==> config.mk <==
export PLATFORM = sky130hd
export DESIGN_NAME = vq_centroid_update_ctrl
export DESIGN_NICKNAME = d
export VERILOG_FILES = /design/src/rtl/vq_pkg.sv /design/src/rtl/vq_div_serial.sv /design/src/rtl/vq_centroid_update_ctrl.sv
export SDC_FILE = /design/constraint.sdc
export NUM_CORES = 1
export LEC_CHECK = 0
export CAP_MARGIN = 20
export CORE_UTILIZATION = 43
export CTS_CLUSTER_DIAMETER = 60
export DETAILED_ROUTE_END_ITERATION = 10
export PLACE_DENSITY = 0.82
export SYNTH_ARGS = -nofsm -noshare
export SYNTH_HDL_FRONTEND = slang
export SYNTH_SLANG_ARGS = --single-unit
==> constraint.sdc <==
create_clock -name clk -period 5 [get_ports clk]
set_input_delay 1 -clock clk [delete_from_list [all_inputs] [get_ports clk]]
set_output_delay 1 -clock clk [all_outputs]
set_load 0.05 [all_outputs]
==> src/rtl/vq_pkg.sv <==
// vq_pkg: constants and FSM state encoding shared by the VQ centroid-update
// controller and its serial divider.
package vq_pkg;

   localparam int NUM_CW   = 16;   // codewords
   localparam int NUM_COEF = 13;   // coefficients per codeword
   localparam int ACC_W    = 24;   // accumulator width (signed)
   localparam int CNT_W    = 9;    // frame-count width (unsigned)
   localparam int DATA_W   = 14;   // codebook word width (signed)
   localparam int CB_DEPTH = NUM_CW * NUM_COEF;  // 208 entries
   localparam int ADDR_W   = 8;

   localparam int CENT_MAX = 8191;
   localparam int CENT_MIN = -8192;

   typedef enum logic [2:0] {
      ST_IDLE,
      ST_RD_ADDR,
      ST_RD_DATA,
      ST_DIV,
      ST_WRITE,
      ST_NEXT,
      ST_DONE
   } state_t;

endpackage

==> src/rtl/vq_div_serial.sv <==
// vq_div_serial: unsigned restoring divider, one quotient bit per cycle.
// The start cycle performs the first step, so the quotient is complete after
// ACC_W clock edges and valid rises in the cycle after the last step. valid
// holds until the next start.
// Ports:
//   clk, rst_n  clock, async active-low reset
//   start       load dividend/divisor and begin (one-cycle pulse)
//   dividend    unsigned magnitude, ACC_W bits
//   divisor     unsigned, CNT_W bits, must be nonzero and stable while running
//   quotient    ACC_W-bit unsigned result
//   valid       quotient ready
module vq_div_serial
   import vq_pkg::*;
#(
   parameter int DVD_W = vq_pkg::ACC_W,
   parameter int DVS_W = vq_pkg::CNT_W
) (
   input  logic             clk,
   input  logic             rst_n,
   input  logic             start,
   input  logic [DVD_W-1:0] dividend,
   input  logic [DVS_W-1:0] divisor,
   output logic [DVD_W-1:0] quotient,
   output logic             valid
);

   localparam int SC_W = $clog2(DVD_W + 1);

   logic [DVS_W-1:0] rem, rem_in, rem_nx;
   logic [DVD_W-1:0] quo, quo_in, quo_nx;
   logic [DVS_W:0]   rem_sh;
   logic [SC_W-1:0]  steps;
   logic             ge;

   // One restoring step; on start it operates on the fresh operands.
   always_comb begin
      rem_in = start ? '0 : rem;
      quo_in = start ? dividend : quo;
      rem_sh = {rem_in, quo_in[DVD_W-1]};
      ge     = (rem_sh >= {1'b0, divisor});
      // remainder after subtraction is < divisor, so the low bits suffice
      rem_nx = ge ? (rem_sh[DVS_W-1:0] - divisor) : rem_sh[DVS_W-1:0];
      quo_nx = {quo_in[DVD_W-2:0], ge};
   end

   always_ff @(posedge clk or negedge rst_n) begin
      if (!rst_n) begin
         rem   <= '0;
         quo   <= '0;
         steps <= '0;
         valid <= 1'b0;
      end else if (start) begin
         rem   <= rem_nx;
         quo   <= quo_nx;
         steps <= SC_W'(DVD_W - 1);
         valid <= 1'b0;
      end else if (steps != '0) begin
         rem   <= rem_nx;
         quo   <= quo_nx;
         steps <= steps - SC_W'(1);
         if (steps == SC_W'(1)) valid <= 1'b1;
      end
   end

   assign quotient = quo;

endmodule

==> src/rtl/vq_centroid_update_ctrl.sv <==
// vq_centroid_update_ctrl: walks all NUM_CW x NUM_COEF accumulator entries,
// divides each signed sum by its codeword's frame count (truncating toward
// zero), saturates to 14 bits and writes the centroid into the codebook.
// Codewords with a zero count are skipped and keep their old centroid.
// Optional feature macro: VQ_CENTROID_CHANGE_SUM_EN (reads the old codebook
// and accumulates sum |new-old| per pass into change_sum).
// Ports:
//   clk, rst_n        clock, async active-low reset
//   start, busy, done pass control / status
//   frames_cnt_flat   per-codeword frame counts, stable while busy
//   acc_rd_addr/data  accumulator read port (1-cycle latency)
//   cb_rd_addr/data   old-codebook read port (1-cycle latency, macro only)
//   cb_wr_addr/data/en codebook write port
//   change_sum        total centroid movement of last pass (macro only)
module vq_centroid_update_ctrl
   import vq_pkg::*;
#(
   parameter int NUM_CW   = vq_pkg::NUM_CW,
   parameter int NUM_COEF = vq_pkg::NUM_COEF,
   parameter int ACC_W    = vq_pkg::ACC_W,
   parameter int CNT_W    = vq_pkg::CNT_W,
   parameter int DATA_W   = vq_pkg::DATA_W
) (
   input  logic                    clk,
   input  logic                    rst_n,
   input  logic                    start,
   output logic                    busy,
   output logic                    done,
   input  logic [NUM_CW*CNT_W-1:0] frames_cnt_flat,
   output logic [7:0]              acc_rd_addr,
   input  logic [ACC_W-1:0]        acc_rd_data,
   output logic [7:0]              cb_rd_addr,
   input  logic [DATA_W-1:0]       cb_rd_data,
   output logic [7:0]              cb_wr_addr,
   output logic [DATA_W-1:0]       cb_wr_data,
   output logic                    cb_wr_en,
   output logic [21:0]             change_sum
);

   state_t           state, state_nx;
   logic [3:0]       k, c;
   logic [7:0]       addr;
   logic             neg_q;
   logic [CNT_W-1:0] cnt_k;
   logic             last;
   logic             div_start, div_valid;
   logic [ACC_W-1:0] div_mag, div_quo;
   logic [DATA_W-1:0] cent;

   assign cnt_k = frames_cnt_flat[k*CNT_W +: CNT_W];
   assign last  = (k == 4'(NUM_CW - 1)) && (c == 4'(NUM_COEF - 1));

   // magnitude of 24'h800000 is 2^23, still representable unsigned
   assign div_mag = acc_rd_data[ACC_W-1] ? (~acc_rd_data + ACC_W'(1)) : acc_rd_data;

   vq_div_serial #(.DVD_W(ACC_W), .DVS_W(CNT_W)) u_div (
      .clk      (clk),
      .rst_n    (rst_n),
      .start    (div_start),
      .dividend (div_mag),
      .divisor  (cnt_k),
      .quotient (div_quo),
      .valid    (div_valid)
   );

   // Reapply sign and saturate the unsigned quotient.
   always_comb begin
      cent = '0;
      if (!neg_q) begin
         if (div_quo > ACC_W'(CENT_MAX)) cent = DATA_W'(CENT_MAX);
         else                            cent = div_quo[DATA_W-1:0];
      end else begin
         if (div_quo > ACC_W'(-CENT_MIN)) cent = DATA_W'(CENT_MIN);
         else                             cent = ~div_quo[DATA_W-1:0] + DATA_W'(1);
      end
   end

   always_comb begin
      state_nx  = state;
      div_start = 1'b0;
      case (state)
         ST_IDLE:    if (start) state_nx = ST_RD_ADDR;
         ST_RD_ADDR: state_nx = (cnt_k == '0) ? ST_NEXT : ST_RD_DATA;
         ST_RD_DATA: begin
            div_start = 1'b1;
            state_nx  = ST_DIV;
         end
         ST_DIV:     if (div_valid) state_nx = ST_WRITE;
         // WRITE also advances the entry so a divided entry costs 27 cycles
         ST_WRITE,
         ST_NEXT:    state_nx = last ? ST_DONE : ST_RD_ADDR;
         ST_DONE:    state_nx = ST_IDLE;
         default:    state_nx = ST_IDLE;
      endcase
   end

   always_ff @(posedge clk or negedge rst_n) begin
      if (!rst_n) begin
         state <= ST_IDLE;
         k     <= '0;
         c     <= '0;
         addr  <= '0;
         neg_q <= 1'b0;
      end else begin
         state <= state_nx;
         case (state)
            ST_IDLE: if (start) begin
               k    <= '0;
               c    <= '0;
               addr <= '0;
            end
            ST_RD_DATA: neg_q <= acc_rd_data[ACC_W-1];
            ST_WRITE,
            ST_NEXT: if (!last) begin
               addr <= addr + 8'd1;
               if (c == 4'(NUM_COEF - 1)) begin
                  c <= '0;
                  k <= k + 4'd1;
               end else begin
                  c <= c + 4'd1;
               end
            end
            ST_DONE: addr <= '0;
            default: ;
         endcase
      end
   end

   assign busy        = (state != ST_IDLE) && (state != ST_DONE);
   assign done        = (state == ST_DONE);
   assign acc_rd_addr = addr;
   assign cb_wr_en    = (state == ST_WRITE);
   assign cb_wr_addr  = cb_wr_en ? addr : 8'd0;
   assign cb_wr_data  = cb_wr_en ? cent : '0;

`ifdef VQ_CENTROID_CHANGE_SUM_EN
   logic [DATA_W-1:0] old_q;
   logic [DATA_W:0]   diff;
   logic [DATA_W:0]   adiff;
   logic [21:0]       chg_acc, chg_q;

   assign diff  = {cent[DATA_W-1], cent} - {old_q[DATA_W-1], old_q};
   assign adiff = diff[DATA_W] ? (~diff + (DATA_W+1)'(1)) : diff;

   always_ff @(posedge clk or negedge rst_n) begin
      if (!rst_n) begin
         old_q   <= '0;
         chg_acc <= '0;
         chg_q   <= '0;
      end else begin
         case (state)
            ST_IDLE:    if (start) chg_acc <= '0;
            ST_RD_DATA: old_q <= cb_rd_data;
            ST_WRITE:   chg_acc <= chg_acc + 22'(adiff);
            ST_DONE:    chg_q <= chg_acc;
            default: ;
         endcase
      end
   end

   assign cb_rd_addr = addr;
   assign change_sum = chg_q;
`else
   logic unused_cb_rd;
   assign unused_cb_rd = ^cb_rd_data;
   assign cb_rd_addr   = 8'd0;
   assign change_sum   = 22'd0;
`endif

endmodule

# == Word level (Yosys, flattened, before mapping) ==
# Index checks and enable logic that the tools add are counted.
# word_totals
regBits,59
inputBits,185
out_inout_bits,63
elab_cells,87
# classes
n_addsub,7
mul,1
magnitude_cmp,3
eq_ne,14
shifts,1
muxes,34
n_bitwise,2
reduce_logical,16
# ops
op,n
variable part select 144 x 9 -> 9 bit,1
two-way mux 24 bit,4
two-way mux 14 bit,4
two-way mux 9 bit,4
"adder 24 x 1 -> 24 bit, second input constant",1
"> comparator 24 x 13 -> 1 bit, second input constant",1
"> comparator 24 x 14 -> 1 bit, second input constant",1
two-way mux 8 bit,3
inverter 24 bit,1
case mux 8 bit (3 select lines),1
two-way mux 4 bit,5
case mux 4 bit (2 select lines),2
case mux 3 bit (5 select lines),1
"adder 14 x 1 -> 14 bit, second input constant",1
inverter 14 bit,1
two-way mux 3 bit,4
>= comparator 10 x 9 -> 1 bit,1
two-way mux 5 bit,2
"== test 3 bit, second input constant",3
zero test 9 bit,1
subtractor 9 bit,1
"adder 4 x 1 -> 4 bit, second input constant",2
"adder 8 x 1 -> 8 bit, second input constant",1
"== test 4 bit, second input constant",2
other kinds (18),30

# == Longest topological paths before layout ==
# logic_depth
word_depth,8
ltp_mapped,15
depth_no_buf,14

# == Cells and area by module ==
# A second synthesis with hierarchy kept.
# hier_totals
cells_unflattened,620
hier_area_um2,5744.3
# by_module_without_submodules
module,instances,cells_per_inst,area_each_um2
vq_centroid_update_ctrl,1,388,3444.6
vq_div_serial,1,232,2299.7

# == Worst setup path after synthesis ==
# OpenSTA, ideal clock, no wires.
# synth_path
path_kind,input to register
start,input port acc_rd_data[8]
end,register u_div.rem[0]
arrival_ps,4486
required_ps,4927
slack_ps,441
stages,15
cell_sequence,or4_4 > or4_4 > or3_4 > nor4_2 > a21oi_1 > ha_1 > fa_1 > nor2b_1 > o21ai_0 > a21oi_1 > o31ai_1 > and2_1 > clkbuf_1 > mux2_4 > a21oi_2
# synth_between
elab_chain_len,8
elab_cells_between_ends,9
# synth_rtl
element,line,text
from (decl),vq_centroid_update_ctrl.sv:31,"input logic [ACC_W-1:0] acc_rd_data,"
inverter 24 bit (*),vq_centroid_update_ctrl.sv:54,assign div_mag = acc_rd_data[ACC_W-1] ? (~acc_rd_data + ACC_W'(1)) : acc_rd_data;
adder 24 x 1 -> 24 bit (*),vq_centroid_update_ctrl.sv:54,
two-way mux 24 bit (*),vq_centroid_update_ctrl.sv:54,
two-way mux 24 bit (*),vq_div_serial.sv:38,quo_in = start ? dividend : quo;
subtractor 9 bit or >= comparator 10 x 9 -> 1 bit (tied branches),"vq_div_serial.sv:42, vq_div_serial.sv:40",
two-way mux 9 bit (*),vq_div_serial.sv:42,rem_nx = ge ? (rem_sh[DVS_W-1:0] - divisor) : rem_sh[DVS_W-1:0];
two-way mux 9 bit,vq_div_serial.sv:57,end else if (steps != '0) begin
two-way mux 9 bit (*),vq_div_serial.sv:52,end else if (start) begin
to (signal assigned),vq_div_serial.sv:53,rem <= rem_nx;
to (signal assigned),vq_div_serial.sv:58,rem <= rem_nx;
to (decl),vq_div_serial.sv:29,"logic [DVS_W-1:0] rem, rem_in, rem_nx;"
# Every way passes the cells marked *; elsewhere a longest branch is shown, timed or not. The select of a mux whose other input is x is not followed.
# A chain may end at the register's enable or synchronous reset.

# == Worst setup path after layout ==
# layout_path
start,register u_div.quo[1] (netlist: u_div.quotient[1])
end,output port cb_wr_data[3]
# layout_between
elab_chain_len,5
elab_cells_between_ends,8
# layout_rtl
element,line,text
from (decl),vq_div_serial.sv:30,"logic [DVD_W-1:0] quo, quo_in, quo_nx;"
from (signal assigned),vq_div_serial.sv:54,quo <= quo_nx;
from (signal assigned),vq_div_serial.sv:59,quo <= quo_nx;
inverter 14 bit,vq_centroid_update_ctrl.sv:74,else cent = ~div_quo[DATA_W-1:0] + DATA_W'(1);
adder 14 x 1 -> 14 bit,vq_centroid_update_ctrl.sv:74,
two-way mux 14 bit,vq_centroid_update_ctrl.sv:73,if (div_quo > ACC_W'(-CENT_MIN)) cent = DATA_W'(CENT_MIN);
two-way mux 14 bit (*),vq_centroid_update_ctrl.sv:69,if (!neg_q) begin
two-way mux 14 bit (*),vq_centroid_update_ctrl.sv:134,assign cb_wr_data = cb_wr_en ? cent : '0;
to (decl),vq_centroid_update_ctrl.sv:35,"output logic [DATA_W-1:0] cb_wr_data,"
# Every way passes the cells marked *; elsewhere a longest branch is shown, timed or not.

==> impl_metrics.toml <==
[placement]
port_buffers = 203
dp_hpwl_um = 13700
gp_congestion = 0.858
placed_cells = 1016
dp_slack_ns = -0.121

[status]
status = "completed"

[timing]
setup_tns_ns = 0
finalHoldViolCount = 0
period_needed_ns = 4.80
relSlewSlack_pct = 31.4
finalSetupViolations = 0
rsz0062_at_grt = "no"
maxSlewViolCount = 0
tightestPinTransition_ns = 1.03
max_freq_mhz = 208
setup_slack_ns = 0.201
fin_crit_sh_pct = 96.0
fin_hold_ws_ns = 0.506
fin_worst_skew_ns = 0.00652

[pwr]
powerDensity_mw_per_mm2 = 440
ir_drop_mv = 0.233
leakage_nw = 3.25

[cts]
cts_tree = "done"
cts_buffer_depth = 2
clk_pin_slew_ns = 0.05
cts_root_buffer = "clkbuf_16"
clock_sinks = 59
htree_levels = 3
clock_latency_ns = 0.33
cts_buffers = 9
cts-hold-fix-buffers = 0

[setup_path]
critPathRequiredTime_ns = 4.00
path_class = "reg2out"
worst_ep_arrival_time_ns = 3.80
slowest_stage = "clkdlybuf4s50_1"
r2r_cells = 11
cp-end-kind = "primary output"
cp_top_family = "simple AND/OR/NAND/NOR gates"
rrSetupSlack_ns = 0.96
slowest_delay_ns = 0.86
start_kind = "flip-flop"
cp_cell_sequence = "inv_1 > ha_1 > or3b_2 > nor3_1 > nand4_1 > o21a_1 > o21ai_0 > nand2_1 > a311oi_1 > clkdlybuf4s50_1"
r2r_end = "u_div.rem[0]$_DFFE_PN0P_"
path_buf_inv = 2
cp_max_fo = 12
r2r_start = "k[0]$_DFFE_PN0P_"

[route]
dr_total_vias = 5701
drtPass1Iterations = 5
drc = 0
wl_um = 17400
drt-wirelength-per-cell_um = 16.8
drtIter0Drc = 413
ant_nets = 0
routed_via_density = 5.51

[yosys]
yosysSeqAreaShare_pct = 26.3
yosys.area_share.xor_xnor_pct = 4.83
synth_top_family_by_area = "simple AND/OR/NAND/NOR gates"
synth-compound-area-share_pct = 16.6
synth_edf_count = 0
syn_inst = 658
ys_warn_count = 0
netlist.area_leader.share_pct = 26.3
ys_seq_elements = 59
synthSimpleGateAreaFrac_pct = 22.7
async_reset_ff_share_pct = 100
synth-main-ff-cell = "dfrtp_1"
synth_top_area_cell = "dfrtp_1"
synthAdderAreaFrac_pct = 4.37
syn_area_per_cell_um2 = 8.54
syn_area_mm2 = 0.00562
ys_types = 58
netlist_top_cells_area = "dfrtp_1 (26%), mux4_2 (16%), nand2_1 (6.1%)"
synth_mux_area_share_pct = 17.2

[floorplan]
die_y_um = 116
num_io_pins = 248
die-width_um = 116
coreArea_mm2 = 0.0127
die-area_mm2 = 0.0135
num_rows = 41
start_util_pct = 44.3

[global_route]
grt_max_degree = 43
antenna_found_initial = 1
grt_pass1_vias = 5500
grt_use_total_pct = 25.9
grt-ovfl-total = 0
grt_pass1_wl_um = 27100

[layout]
stdcell_count = 1034
drive_gt1_share_pct = 11.3
final_util_pct = 64.1
final_common_cell = "clkdlybuf4s50_1"
fill_cells = 1075
nNetsFinal = 1060
multi_input_area_mm2 = 0.00381
syn2layout_area_growth_pct = 44.6
seq_area_mm2 = 0.00148
layout_common_cells = "clkdlybuf4s50_1 (201), nand2_1 (92), nor2_1 (71)"

[min_path]
holdPathEnd = "acc_rd_addr[7]$_DFFE_PN0P_"
hold_depth = 1
hp-start = "acc_rd_addr[7]$_DFFE_PN0P_"
min_path_type = "reg2reg"

[flow_run]
drv_cap = 0
## cell type report
class / instances / share of cell area [%]
Multi-Input combinational cell: 541 / 46.9
Timing Repair Buffer: 228 / 27.4
Sequential cell: 59 / 18.2
Clock buffer: 11 / 3.11
Tap cell: 172 / 2.65
Clock inverter: 5 / 0.924
Inverter: 17 / 0.786
Antenna cell: 1 / 0.0308
## power by group
group,internal (mW),leakage [nW],total [mW],switching [mW]
clock,0.460,0.165,0.675,0.215
combinational,0.952,2.38,1.95,0.999
sequential,0.678,0.712,0.949,0.272
## what timing repair did
action                                  4_1_cts  5_1_grt
hold endpoints to repair                      0        0
endpoints found under the setup margin        0        6
resized for setup                             0        3
setup buffers                                 0        0
## cells in the mapped netlist (6+ instances only)
library cell	number
a21oi_1	31
a221oi_1	6
a31oi_1	29
and2_1	17
and3_1	14
buf_4	30
clkbuf_1	32
dfrtp_1	59
ha_1	18
inv_1	17
mux4_2	40
nand2_1	92
nand2b_1	12
nand3_1	11
nor2_1	71
nor2b_1	8
nor3_1	12
o21ai_0	35
o22ai_1	6
o31ai_1	8
or3_1	6
xnor2_1	22
xor2_1	9
## how the worst max path moves through the flow
stage                                  startpoint                       end  slack, ns  cells after the start
global placement                   acc_rd_data[8]  u_div.rem[4]$_DFFE_PN0P_     -0.007                     16
detailed placement                 acc_rd_data[8]  u_div.rem[4]$_DFFE_PN0P_      -0.12                     16
global route        u_div.quotient[1]$_DFFE_PN0P_             cb_wr_data[3]      0.008                     10
floorplan                          acc_rd_data[8]  u_div.rem[0]$_DFFE_PN0P_       0.44                     15
finish              u_div.quotient[1]$_DFFE_PN0P_             cb_wr_data[3]       0.20                     10
CTS                 u_div.quotient[1]$_DFFE_PN0P_             cb_wr_data[4]       0.19                     10
## through the flow
stage          area (um2)  total power [mW]
2_1_floorplan        5730              2.31
3_3_place_gp         7770              2.82
3_5_place_dp         7770              2.88
4_1_cts              8100              3.57
5_1_grt              8120              3.84
6_report             8120              3.58
## kinds of logic after synthesis
group | count (synthesis)
simple gates | 268
compound gates | 147
buf+inv | 87
flops | 59
mux | 46
xor+xnor | 31
fa+ha+maj | 19
other cells | 1
## routing by layer
metal	up-vias	GRT usage (%)	share of wire, %
met5	-	0	0
met4	0	9.40	2.6
met3	33	6.33	6.4
met2	225	46.9	52
met1	2704	29.6	39
li1	2739	-	-
## sequential cells by signal (all words and copies together), names as in the netlist
signal,flops
u_div.quotient,24
k,4
u_div.steps,5
state,3
acc_rd_addr,8
neg_q,1
u_div.valid,1
u_div.rem,9
c,4
## worst reg2reg max path, cell delays in order (launching register included)
cell      delay, ns
dfrtp_2        0.89
buf_4          0.31
mux4_2         0.57
a221oi_1       0.43
ha_1           0.36
a21o_1         0.20
a21oi_1        0.13
nor2b_1        0.07
o31ai_1        0.27
and2_1         0.29
mux2_4         0.33
a21oi_2        0.13
(Power assumes the default switching activity.)
